File: src/rtl/uart_pkg.sv
// uart_pkg: shared UART receive types and constants.
// Used by uart_rx_byte and uart_pixel_rx.
package uart_pkg;

  localparam int DATA_BITS = 8;

  typedef enum logic [2:0] {
    IDLE      = 3'd0,
    START     = 3'd1,
    DATA      = 3'd2,
    PARITY    = 3'd3,
    STOP      = 3'd4,
    WAIT_HIGH = 3'd5
  } rx_state_e;

  function automatic int mid_bit(input int clks);
    return clks / 2;
  endfunction

endpackage

File: src/rtl/uart_rx_byte.sv
// uart_rx_byte: rx synchronizer, bit FSM and baud counter.
// Define UART_RX_PARITY_EN to expect an even-parity bit after D7.
module uart_rx_byte
  import uart_pkg::*;
#(
  parameter int CLKS_PER_BIT = 434
)(
  input  logic       clk,
  input  logic       rst,
  input  logic       rx,
  output logic       rx_active,
  output logic       byte_valid,
  output logic [7:0] byte_data,
  output logic       byte_err
);

  localparam int CW = $clog2(CLKS_PER_BIT);
  localparam logic [CW-1:0] FULL =
    CW'(CLKS_PER_BIT - 1);
  localparam logic [CW-1:0] HALF =
    CW'(mid_bit(CLKS_PER_BIT) - 1);
  localparam logic [2:0] LAST_BIT =
    3'(DATA_BITS - 1);

  rx_state_e     state;
  logic [CW-1:0] cnt;
  logic [2:0]    bit_idx;
  logic [7:0]    shreg;
  logic          rx_meta;
  logic          rx_sync;
  logic          rx_prev;
  logic          tick_half;
  logic          tick_full;
  logic          stop_err;

  always_ff @(posedge clk or negedge rst) begin
    if (!rst) begin
      rx_meta <= 1'b1;
      rx_sync <= 1'b1;
      rx_prev <= 1'b1;
    end else begin
      rx_meta <= rx;
      rx_sync <= rx_meta;
      rx_prev <= rx_sync;
    end
  end

  assign tick_half = (cnt == HALF);
  assign tick_full = (cnt == FULL);

  always_ff @(posedge clk or negedge rst) begin
    if (!rst) begin
      state     <= IDLE;
      cnt       <= '0;
      bit_idx   <= '0;
      shreg     <= '0;
      rx_active <= 1'b0;
    end else begin
      unique case (state)
        IDLE: begin
          cnt <= '0;
          if (rx_prev && !rx_sync)
            state <= START;
        end
        START: begin
          if (tick_half) begin
            cnt <= '0;
            if (!rx_sync) begin
              state     <= DATA;
              bit_idx   <= '0;
              rx_active <= 1'b1;
            end else begin
              state <= IDLE;
            end
          end else begin
            cnt <= cnt + 1'b1;
          end
        end
        DATA: begin
          if (tick_full) begin
            cnt     <= '0;
            shreg   <= {rx_sync, shreg[7:1]};
            bit_idx <= bit_idx + 1'b1;
            if (bit_idx == LAST_BIT)
`ifdef UART_RX_PARITY_EN
              state <= PARITY;
`else
              state <= STOP;
`endif
          end else begin
            cnt <= cnt + 1'b1;
          end
        end
`ifdef UART_RX_PARITY_EN
        PARITY: begin
          if (tick_full) begin
            cnt <= '0;
            // a bad parity byte still has its stop bit on the line
            if (^{shreg, rx_sync})
              state <= WAIT_HIGH;
            else
              state <= STOP;
          end else begin
            cnt <= cnt + 1'b1;
          end
        end
`endif
        STOP: begin
          if (tick_full) begin
            cnt <= '0;
            if (rx_sync) begin
              state     <= IDLE;
              rx_active <= 1'b0;
            end else begin
              state <= WAIT_HIGH;
            end
          end else begin
            cnt <= cnt + 1'b1;
          end
        end
        WAIT_HIGH: begin
          cnt <= '0;
          if (rx_sync) begin
            state     <= IDLE;
            rx_active <= 1'b0;
          end
        end
        default: begin
          state     <= IDLE;
          cnt       <= '0;
          rx_active <= 1'b0;
        end
      endcase
    end
  end

  assign byte_data  = shreg;
  assign byte_valid = (state == STOP) && tick_full && rx_sync;
  assign stop_err   = (state == STOP) && tick_full && !rx_sync;

`ifdef UART_RX_PARITY_EN
  logic par_err;
  assign par_err  = (state == PARITY) && tick_full &&
                    (^{shreg, rx_sync});
  assign byte_err = stop_err | par_err;
`else
  assign byte_err = stop_err;
`endif

endmodule

File: src/rtl/uart_pixel_rx.sv
// uart_pixel_rx: UART byte stream to sequential pixel writes.
// Define UART_RX_PARITY_EN to expect even parity on every byte.
module uart_pixel_rx
  import uart_pkg::*;
#(
  parameter int HIEGHT       = 30,
  parameter int WIDTH        = 30,
  parameter int BPP          = 3,
  parameter int PEXILS       = HIEGHT * WIDTH,
  parameter int CLKS_PER_BIT = 434,
  parameter int SZ           = 8 * BPP
)(
  input  logic                      clk,
  input  logic                      rst,
  input  logic                      rx,
  input  logic                      clear,
  output logic                      wr_en,
  output logic [$clog2(PEXILS)-1:0] wr_addr,
  output logic [SZ-1:0]             pixel_out,
  output logic                      rx_active,
  output logic                      frame_done,
  output logic                      frame_err
);

  localparam int AW = $clog2(PEXILS);
  localparam int BW = (BPP > 1) ? $clog2(BPP) : 1;
  localparam logic [AW-1:0] LAST_ADDR = AW'(PEXILS - 1);
  localparam logic [BW-1:0] LAST_BYTE = BW'(BPP - 1);

  logic          byte_valid;
  logic          byte_err;
  logic [7:0]    byte_data;
  logic [BW-1:0] byte_cnt;
  logic [SZ-1:0] acc;
  logic [SZ-1:0] acc_next;

  uart_rx_byte #(
    .CLKS_PER_BIT(CLKS_PER_BIT)
  ) u_rx_byte (
    .clk       (clk),
    .rst       (rst),
    .rx        (rx),
    .rx_active (rx_active),
    .byte_valid(byte_valid),
    .byte_data (byte_data),
    .byte_err  (byte_err)
  );

  // earlier bytes shift toward the MSB end
  assign acc_next = SZ'({acc, byte_data});

  always_ff @(posedge clk or negedge rst) begin
    if (!rst) begin
      wr_en      <= 1'b0;
      wr_addr    <= '0;
      pixel_out  <= '0;
      frame_done <= 1'b0;
      frame_err  <= 1'b0;
      byte_cnt   <= '0;
      acc        <= '0;
    end else begin
      wr_en      <= 1'b0;
      frame_done <= 1'b0;
      frame_err  <= byte_err;
      if (clear) begin
        byte_cnt <= '0;
        acc      <= '0;
        wr_addr  <= '0;
      end else begin
        if (wr_en)
          wr_addr <= (wr_addr == LAST_ADDR) ?
                     '0 : wr_addr + 1'b1;
        if (byte_err) begin
          byte_cnt <= '0;
          acc      <= '0;
        end else if (byte_valid) begin
          acc <= acc_next;
          if (byte_cnt == LAST_BYTE) begin
            byte_cnt   <= '0;
            wr_en      <= 1'b1;
            pixel_out  <= acc_next;
            frame_done <= (wr_addr == LAST_ADDR);
          end else begin
            byte_cnt <= byte_cnt + 1'b1;
          end
        end
      end
    end
  end

endmodule

File: config.mk
export PLATFORM = sky130hd
export DESIGN_NAME = uart_pixel_rx
export DESIGN_NICKNAME = d
export VERILOG_FILES = /design/src/rtl/uart_pkg.sv /design/src/rtl/uart_rx_byte.sv /design/src/rtl/uart_pixel_rx.sv
export SDC_FILE = /design/constraint.sdc
export NUM_CORES = 1
export LEC_CHECK = 0
export CAP_MARGIN = 20
export CORE_MARGIN = 8
export CORE_UTILIZATION = 56
export DETAILED_ROUTE_END_ITERATION = 10
export GPL_TIMING_DRIVEN = 0
export PLACE_DENSITY = 0.8
export SETUP_SLACK_MARGIN = 0.1
export SKIP_LAST_GASP = 1
export SLEW_MARGIN = 20
export SYNTH_ARGS = -nofsm -noshare
export SYNTH_HDL_FRONTEND = slang
export SYNTH_SLANG_ARGS = --single-unit
File: constraint.sdc
create_clock -name clk -period 2.1 [get_ports clk]
set_input_delay 0.525 -clock clk [delete_from_list [all_inputs] [get_ports clk]]
set_output_delay 0.525 -clock clk [all_outputs]
set_load 0.05 [all_outputs]
; Word-level counts from Yosys, hierarchy flattened
; Index checks and enable logic that the tools add are counted.
[classes]
n_addsub = 4
muxes = 39
n_bitwise = 3
n_reduce_logical = 16
eq_ne = 16
[op_table]
columns = cell, n
row1 = 2-to-1 mux 16 bit, 3
row2 = 2-to-1 mux 10 bit, 3
row3 = 2-to-1 mux 3 bit, 10
row4 = 2-to-1 mux 9 bit, 2
row5 = one-hot mux 9 bit (2 select lines), 1
row6 = one-hot mux 3 bit (5 select lines), 1
row7 = 2-to-1 mux 1 bit, 12
row8 = != test 2 x 1 -> 1 bit (second input constant), 6
row9 = AND reduction 4 bit, 3
row10 = adder 10 x 1 -> 10 bit (second input constant), 1
row11 = equality test 10 bit (second input constant), 1
row12 = 2-to-1 mux 2 bit, 5
row13 = adder 9 x 1 -> 9 bit (second input constant), 1
row14 = equality test 3 bit (second input constant), 3
row15 = equality test 9 x 8 -> 1 bit (second input constant), 1
row16 = equality test 9 bit (second input constant), 1
row17 = one-hot mux 3 bit (2 select lines), 1
row18 = AND reduction 6 bit, 1
row19 = logical AND 1 bit, 4
row20 = one-hot mux 1 bit (4 select lines), 1
row21 = nonzero test 2 bit, 2
row22 = OR reduction 2 bit, 2
row23 = adder 3 x 1 -> 3 bit (second input constant), 1
row24 = equality test 3 x 1 -> 1 bit (second input constant), 1
row25 = other kinds (9), 11
[word_totals]
ff_bits = 82

; Longest topological paths before layout
; Gate-level depths: netlist of the first run.
[depth]
word_depth = 6
ltp_mapped = 9
ltp_nobuf = 6

; Cells and area by module
; Synthesis of the first run repeated with hierarchy kept, for this count alone.
[hier_totals]
cells_unflattened = 292
hier_area_um2 = 3699.8
[by_module_without_submodules]
columns = mod, instances, area_per_inst_um2, cells_each
row1 = uart_pixel_rx, 1, 2378.5, 182
row2 = uart_rx_byte, 1, 1321.3, 110

; Worst setup path before layout of the first run
; Ideal clock, no wire load.
[synth_path]
kind = flip-flop to flip-flop
startpoint = register wr_addr[0]
endpoint = register wr_addr[8]
t_required_ns = 1.952
stages_incl_launch_ff = 7
slack_ns = -0.019
synth_period_minus_slack_ns = 2.119
t_arrival_ns = 1.971
path_cell_list = dfrtp_1 ha_1 nand4_1 or4_1 clkbuf_1 o2111ai_1 o311ai_1
[synth_via]
elab_chain_len = 4
elab_cells_between_ends = 5
[synth_rtl]
columns = item, line
row1 = "start, declared", uart_pixel_rx.sv:18  ; output logic [$clog2(PEXILS)-1:0] wr_addr,
row2 = "start signal, assigned", uart_pixel_rx.sv:71  ; wr_addr <= (wr_addr == LAST_ADDR) ?
row3 = adder 10 x 1 -> 10 bit / equality test 10 bit (equally long branches), "uart_pixel_rx.sv:72, uart_pixel_rx.sv:71"
row4 = 2-to-1 mux 10 bit *, uart_pixel_rx.sv:71
row5 = 2-to-1 mux 10 bit *, uart_pixel_rx.sv:70  ; if (wr_en)
row6 = 2-to-1 mux 10 bit *, uart_pixel_rx.sv:65  ; if (clear) begin
; Every way passes the cells marked *; elsewhere a longest branch is shown, timed or not. The select of a mux whose other input is x is not followed.
; A chain may end at the register's enable or synchronous reset.

; Final worst setup path of the first run
[layout_path]
startpoint = register u_rx_byte.cnt[1]
endpoint = register pixel_out[6]
[layout_via]
elab_chain_len = 5
elab_cells_between_ends = 6
[layout_rtl]
columns = item, line
row1 = "start, declared", uart_rx_byte.sv:26  ; logic [CW-1:0] cnt;
row2 = "start signal, assigned", uart_rx_byte.sv:76  ; cnt <= cnt + 1'b1;
row3 = "start signal, assigned", uart_rx_byte.sv:91  ; cnt <= cnt + 1'b1;
row4 = "start signal, assigned", uart_rx_byte.sv:118  ; cnt <= cnt + 1'b1;
row5 = equality test 9 bit *, uart_rx_byte.sv:49  ; assign tick_full = (cnt == FULL);
row6 = logical AND 1 bit *, "uart_rx_byte.sv:138, uart_rx_byte.sv:139"
row7 = logical AND 1 bit, uart_rx_byte.sv:139  ; assign stop_err = (state == STOP) && tick_full && !rx_sync;
row8 = inverter 1 bit (no source line), -
row9 = AND reduction 4 bit (no source line) *, -
row10 = "end signal, assigned", uart_pixel_rx.sv:81  ; pixel_out <= acc_next;
row11 = "end, declared", uart_pixel_rx.sv:19  ; output logic [SZ-1:0] pixel_out,
; Every way passes the cells marked *; elsewhere a longest branch is shown, timed or not.

==> results.json, run 1 <==
{
  "drc": 0,
  "synth.top_cell.area_share_pct": 54.11,
  "dieArea_mm2": 0.009364,
  "worstSetupPathType": "reg2reg",
  "coreArea_mm2": 0.006314,
  "grt_overflow": 0,
  "r2r-start": "u_rx_byte.cnt[1]",
  "clockBufferDepth": 2,
  "setup-tns-final_ns": 0,
  "synth_edf_count": 0,
  "hold_slack_ns": 0.06942,
  "multi_input_area_mm2": 0.001473,
  "layout.nets": 348,
  "synthTopCellsByCount": "dfrtp_1 (79), nor2_1 (25), mux2_4 (20), a22o_1 (19), mux2_2 (14)",
  "fmax_mhz": 520.0,
  "vdd_drop_max_v": 0.0005798,
  "avgRoutedWirePerCell_um": 17.01,
  "cp.arrival_ns": 2.17,
  "cts_hold_buffers": 0,
  "synth.top_cells.by_area": "dfrtp_1 (54%), mux2_4 (8.2%), a22o_1 (4.6%)",
  "port_buffers": 41,
  "dp.cells": 398,
  "min_period_over_period_pct": 91.57,
  "hpwl_um": 4894,
  "initial_core_util_pct": 57.87,
  "yosysTopAreaCell": "dfrtp_1",
  "crit_required_ns": 2.35,
  "reg2reg_to": "pixel_out[6]",
  "regArea_mm2": 0.002058,
  "maxCapViolations": 0,
  "clkPwrFrac_pct": 37.4,
  "internal-power_mw": 2.331,
  "antenna_found_initial": 0,
  "via_count": 2341,
  "crit_buf_inv": 4,
  "num-fill-cells": 484,
  "cts.sinks": 82,
  "syn2layout_area_growth_pct": 20.92,
  "wl_um": 7143,
  "clock-skew-final_ns": 0.01265,
  "slowest_delay_ns": 0.41,
  "syn-num-nets": 289,
  "crit_top_cell": "buf_12",
  "cts_tree": "done",
  "critPathSlowestCell": "dfrtp_1",
  "layout_setup_ws_ns": 0.1771,
  "routabilityCongestion": 0.8520,
  "finalHoldViolCount": 0,
  "p_comb_share_pct": 10.6,
  "synth-async-reset-ratio_pct": 100.0,
  "pwr-share-seq_pct": 51.9,
  "pre_cts_ws_ns": -0.1463,
  "startpoint_type": "register",
  "rsz0062_at_grt": "no",
  "critPathTopFamily": "simple AND/OR/NAND/NOR gates",
  "clkTransAtPathRegs_ns": 0.10,
  "diodes": 0,
  "rr_worst_depth": 9,
  "status": "finished, final reports clean",
  "hp-class": "in2async",
  "critPathCaptureType": "register",
  "fin_cells": 420,
  "maxSlewViolCount": 0,
  "relSlewSlack_pct": 61.72,
  "drt-initial-drc-count": 89,
  "layout-drive-gt1-share_pct": 25.07,
  "synth_ff_type": "dfrtp_1",
  "synth_cells": 279,
  "syn_avg_cell_area_um2": 13.09,
  "worst_pin_slew_ns": 0.5721,
  "yosysWarnings": 0,
  "insertion_delay_ns": 0.37,
  "leakage_nw": 2.285,
  "die_w_um": 96.77,
  "yosysMostFrequentCell": "dfrtp_1",
  "setup_viol": 0,
  "final_antenna_net_count": 0,
  "p_sw_mw": 0.8665,
  "final_core_util_pct": 69.98,
  "grt_pass1_vias": 2438,
  "swShare_pct": 27.10,
  "io_pins": 42,
  "grt_pass1_wl_um": 12450,
  "drt-pass1-iter-count": 4,
  "viasPerCell": 5.574,
  "path_cells": "inv_2, ha_1, and4bb_1, buf_6, and4_4, buf_12, nand2_8, buf_12, mux2_4",
  "track_usage_pct": 15.97,
  "syn_area_mm2": 0.003654,
  "reg2reg_slack_ns": 0.18,
  "cts-buffers-inserted": 9,
  "power_density_mw_per_mm2": 723.8,
  "cts-root-buf": "clkbuf_8",
  "synth_cell_types": 52,
  "die_h_um": 96.77,
  "synth-seq-cells": 82,
  "grt_start_max_net_pins": 56,
  "fin_crit_ns": 1.923,
  "cp_max_fo": 10,
  "ys_seq_area_share_pct": 56.27,
  "h-tree-depth": 3,
  "rows": 29
}
-- through the flow --
step,power [mW],area [µm²]
global route,3.341,4418
floorplan,1.902,3656
global placement,1.997,4163
detailed placement,2.013,4188
finish,3.198,4418
CTS,3.189,4348
-- what timing repair did --
action	4_1_cts	5_1_grt
resized for setup	38	8
buffers inserted	0	6
pin swaps	0	0
setup endpoints to repair	40	37
hold endpoints to repair	0	0
-- layout by cell type, fill, tap and decap left out, drive strengths merged, types with 3 or more instances in the layout --
cell type | netlist | final
a211oi | 3 | 3
a21oi | 4 | 4
a22o | 19 | 19
buf | 10 | 18
clkbuf | 5 | 14
dfrtp | 79 | 79
dfstp | 3 | 3
dlygate4sd2 | 0 | 37
ha | 6 | 6
inv | 7 | 11
mux2 | 34 | 34
nand2 | 14 | 14
nand3 | 4 | 4
nand3b | 4 | 4
nand4 | 5 | 5
nor2 | 25 | 25
nor2b | 4 | 4
nor3 | 3 | 3
o21ai | 5 | 5
o31ai | 3 | 3
xnor2 | 10 | 10
xor2 | 4 | 4
-- sequential cells by signal, indices dropped and copies added, names as in the netlist --
signal               count
pixel_out               24
u_rx_byte.rx_meta        1
frame_done               1
wr_addr                 10
acc                     16
u_rx_byte.rx_active      1
u_rx_byte.bit_idx        3
wr_en                    1
u_rx_byte.rx_sync        1
u_rx_byte.state          3
byte_cnt                 2
frame_err                1
u_rx_byte.byte_data      8
u_rx_byte.rx_prev        1
u_rx_byte.cnt            9
-- power groups by stage --
stage | sequential [mW] | combinational, mW | clock, mW
floorplan | 1.70 | 0.198 | 0
global placement | 1.69 | 0.304 | 0
detailed placement | 1.70 | 0.316 | 0
CTS | 1.67 | 0.314 | 1.21
global route | 1.67 | 0.390 | 1.29
finish | 1.66 | 0.340 | 1.20
-- routing by layer --
layer / GRT usage [%] / routed length [µm]
met5: 0 / 0
met4: 7.337 / 147
met3: 3.912 / 276
met2: 24.17 / 3349
met1: 21.06 / 3370
-- worst max path at each step --
stage          cells after the start  slack, ns             start            to
2_1_floorplan                      5       0.12        wr_addr[5]    wr_addr[8]
3_3_place_gp                       1      -2.59               rst    wr_addr[0]
3_5_place_dp                       7      -0.15             clear  pixel_out[6]
4_1_cts                            6        0.1  u_rx_byte.cnt[0]       acc[11]
5_1_grt                            9       0.10  u_rx_byte.cnt[1]  pixel_out[6]
6_report                           9       0.18  u_rx_byte.cnt[1]  pixel_out[6]
-- cells by family after synthesis --
group                    after synthesis  share of synthesized area, %
adder cells (fa/ha/maj)                6                         2.055
XOR/XNOR                              14                         3.356
AO/OA/AOI/OAI                         46                         10.00
buffers and inverters                 22                         3.938
flip-flops                            82                         56.27
AND/OR/NAND/NOR                       74                         11.58
multiplexers                          35                         12.81
-- final cells by class --
type | count | area share [%]
buffer | 15 | 2.775
clock buffer | 9 | 2.804
clock inverter | 7 | 1.897
inverter | 7 | 0.5947
multi-input combinational | 175 | 33.33
sequential | 82 | 46.59
tap | 77 | 2.181
timing repair buffer | 48 | 9.827
(Power assumes the default switching activity.)
==> run 2, diff against run 1 <==
--- a/config.mk
+++ b/config.mk
@@ -9,7 +9,6 @@
 export CORE_MARGIN = 8
 export CORE_UTILIZATION = 56
 export DETAILED_ROUTE_END_ITERATION = 10
-export GPL_TIMING_DRIVEN = 0
 export PLACE_DENSITY = 0.8
 export SETUP_SLACK_MARGIN = 0.1
 export SKIP_LAST_GASP = 1
==> results.json, run 2 (synthesis results as in run 1) <==
{
  "mostFrequentLayoutCell": "dfrtp_1",
  "grt_start_max_net_pins": 39,
  "fin_cells": 412,
  "critPathCaptureType": "register",
  "leakage_nw": 2.229,
  "status": "finished, final reports clean",
  "rsz0062_at_grt": "no",
  "grt_overflow": 0,
  "p_total_mw": 3.312,
  "die_w_um": 96.77,
  "cp_max_fo": 24,
  "final_core_util_pct": 68.55,
  "crit_required_ns": 2.35,
  "h-tree-depth": 3,
  "layout_setup_ws_ns": 0.2177,
  "startpoint_type": "register",
  "initial_core_util_pct": 57.87,
  "fin_crit_ns": 1.882,
  "maxCapViolations": 0,
  "avgRoutedWirePerCell_um": 16.53,
  "layout.nets": 340,
  "diodes": 0,
  "coreArea_mm2": 0.006314,
  "num-fill-cells": 483,
  "die_h_um": 96.77,
  "layout-drive-gt1-share_pct": 27.16,
  "grt_pass1_wl_um": 11720,
  "hpwl_um": 4752,
  "fmax_mhz": 531.3,
  "reg2reg_slack_ns": 0.22,
  "drc": 0,
  "rows": 29,
  "wl_um": 6812,
  "clkTransAtPathRegs_ns": 0.09,
  "grt_pass1_vias": 2362,
  "worst_pin_slew_ns": 0.5054,
  "viasPerCell": 5.655,
  "vdd_drop_max_v": 0.0006133,
  "insertion_delay_ns": 0.36,
  "setup_viol": 0,
  "dieArea_mm2": 0.009364,
  "drt-initial-drc-count": 158,
  "cts.sinks": 82,
  "final_antenna_net_count": 0,
  "worstSetupPathType": "reg2reg",
  "hp-class": "in2async",
  "clock-skew-final_ns": 0.01075,
  "cts-root-buf": "clkbuf_8",
  "finalHoldViolCount": 0,
  "antenna_found_initial": 0,
  "cp.arrival_ns": 2.13,
  "syn2layout_area_growth_pct": 18.46,
  "top_register": "pixel_out",
  "track_usage_pct": 15.01,
  "placed_area_mm2": 0.004130,
  "io_pins": 42,
  "maxSlewViolCount": 0,
  "cts_setup_buffers": 0,
  "reg_top3": "pixel_out x24, acc x16, wr_addr x10",
  "dp.cells": 396,
  "cts_tree": "done",
  "largest_reg_flops": 24,
  "routabilityCongestion": 0.8332,
  "port_buffers": 41,
  "final_cell_mix": "dfrtp_1 (77), buf_4 (26), dlygate4sd2_1 (26), nor2_1 (25), mux2_4 (20)",
  "min_period_over_period_pct": 89.63,
  "drt-pass1-iter-count": 4,
  "cts-buffers-inserted": 9,
  "relSlewSlack_pct": 66.44,
  "via_count": 2330,
  "fin_area_mm2": 0.004328,
  "pre_cts_ws_ns": -0.09348,
  "clockBufferDepth": 2,
  "power_density_mw_per_mm2": 765.3
}
[run 2: cell count changes in the layout (fill, tap and decap cells not counted), sizes merged]
cell	before	now
dlygate4sd2	37	26
buf	18	27
clkbuf	14	9
bufinv	1	2
clkdlybuf4s15	1	0
clkinvlp	1	0
[run 2: worst max-delay path, stage by stage, from the launching register on]
cell	delay [ns]
dfrtp_1	0.40
inv_1	0.08
ha_1	0.14
and4bb_1	0.33
and4_4	0.30
nand2_8	0.17
mux2_4	0.34
[run 2: repair_timing]
item / CTS / global route
hold buffers: 0 / 0
gates resized for setup: 26 / 0
setup endpoints to repair: 26 / 0
[run 2: layer usage]
metal  vias up  share of wire, %  wire length [µm]  global-route usage, %
li1       1106                 -                 -                      -
met4         0               1.5               100                  6.391
met3        11               4.6               311                  4.267
met2        49                45              3078                  22.08
met5         -                 0                 0                      0
met1      1164                49              3322                  20.13
[run 2: power breakdown]
| group | leakage [nW] | switching (mW) | internal [mW] |
|---|---|---|---|
| Combinational | 0.985 | 0.185 | 0.141 |
| Clock | 0.117 | 0.617 | 0.693 |
| Sequential | 1.13 | 0.0560 | 1.62 |
| Total | 2.23 | 0.857 | 2.45 |
[run 2: area by class of cell]
type | instances | area, µm² | area share [%]
Timing Repair Buffer | 55 | 462.9 | 10.70
Sequential cell | 82 | 2058 | 47.56
Inverter | 7 | 26.28 | 0.6071
Clock buffer | 9 | 123.9 | 2.862
Clock inverter | 7 | 106.4 | 2.457
Tap cell | 77 | 96.34 | 2.226
Multi-Input combinational cell | 175 | 1454 | 33.59
[run 2: final timing paths]
| kind | start | end | depth (start not counted) |
|---|---|---|---|
| worst max register to register | u_rx_byte.cnt[1] | pixel_out[5] | 6 |
| max in group asynchronous | rst | acc[0] | 2 |
| min in group clk | u_rx_byte.rx_meta | u_rx_byte.rx_sync | 0 |
| worst min-delay path | rst | u_rx_byte.cnt[8] | 1 |
| worst max-delay path | u_rx_byte.cnt[1] | pixel_out[5] | 6 |
| worst min register to register | u_rx_byte.rx_meta | u_rx_byte.rx_sync | 0 |
[run 2: through the flow]
stage / setup TNS [ns] / hold slack (ns)
2_1_floorplan: 0 / 0.2294
5_1_grt: 0 / 0.04759
3_5_place_dp: -0.5423 / 0.3479
4_1_cts: 0 / 0.05125
6_report: 0 / 0.05375
3_3_place_gp: -0.2318 / 0.3476
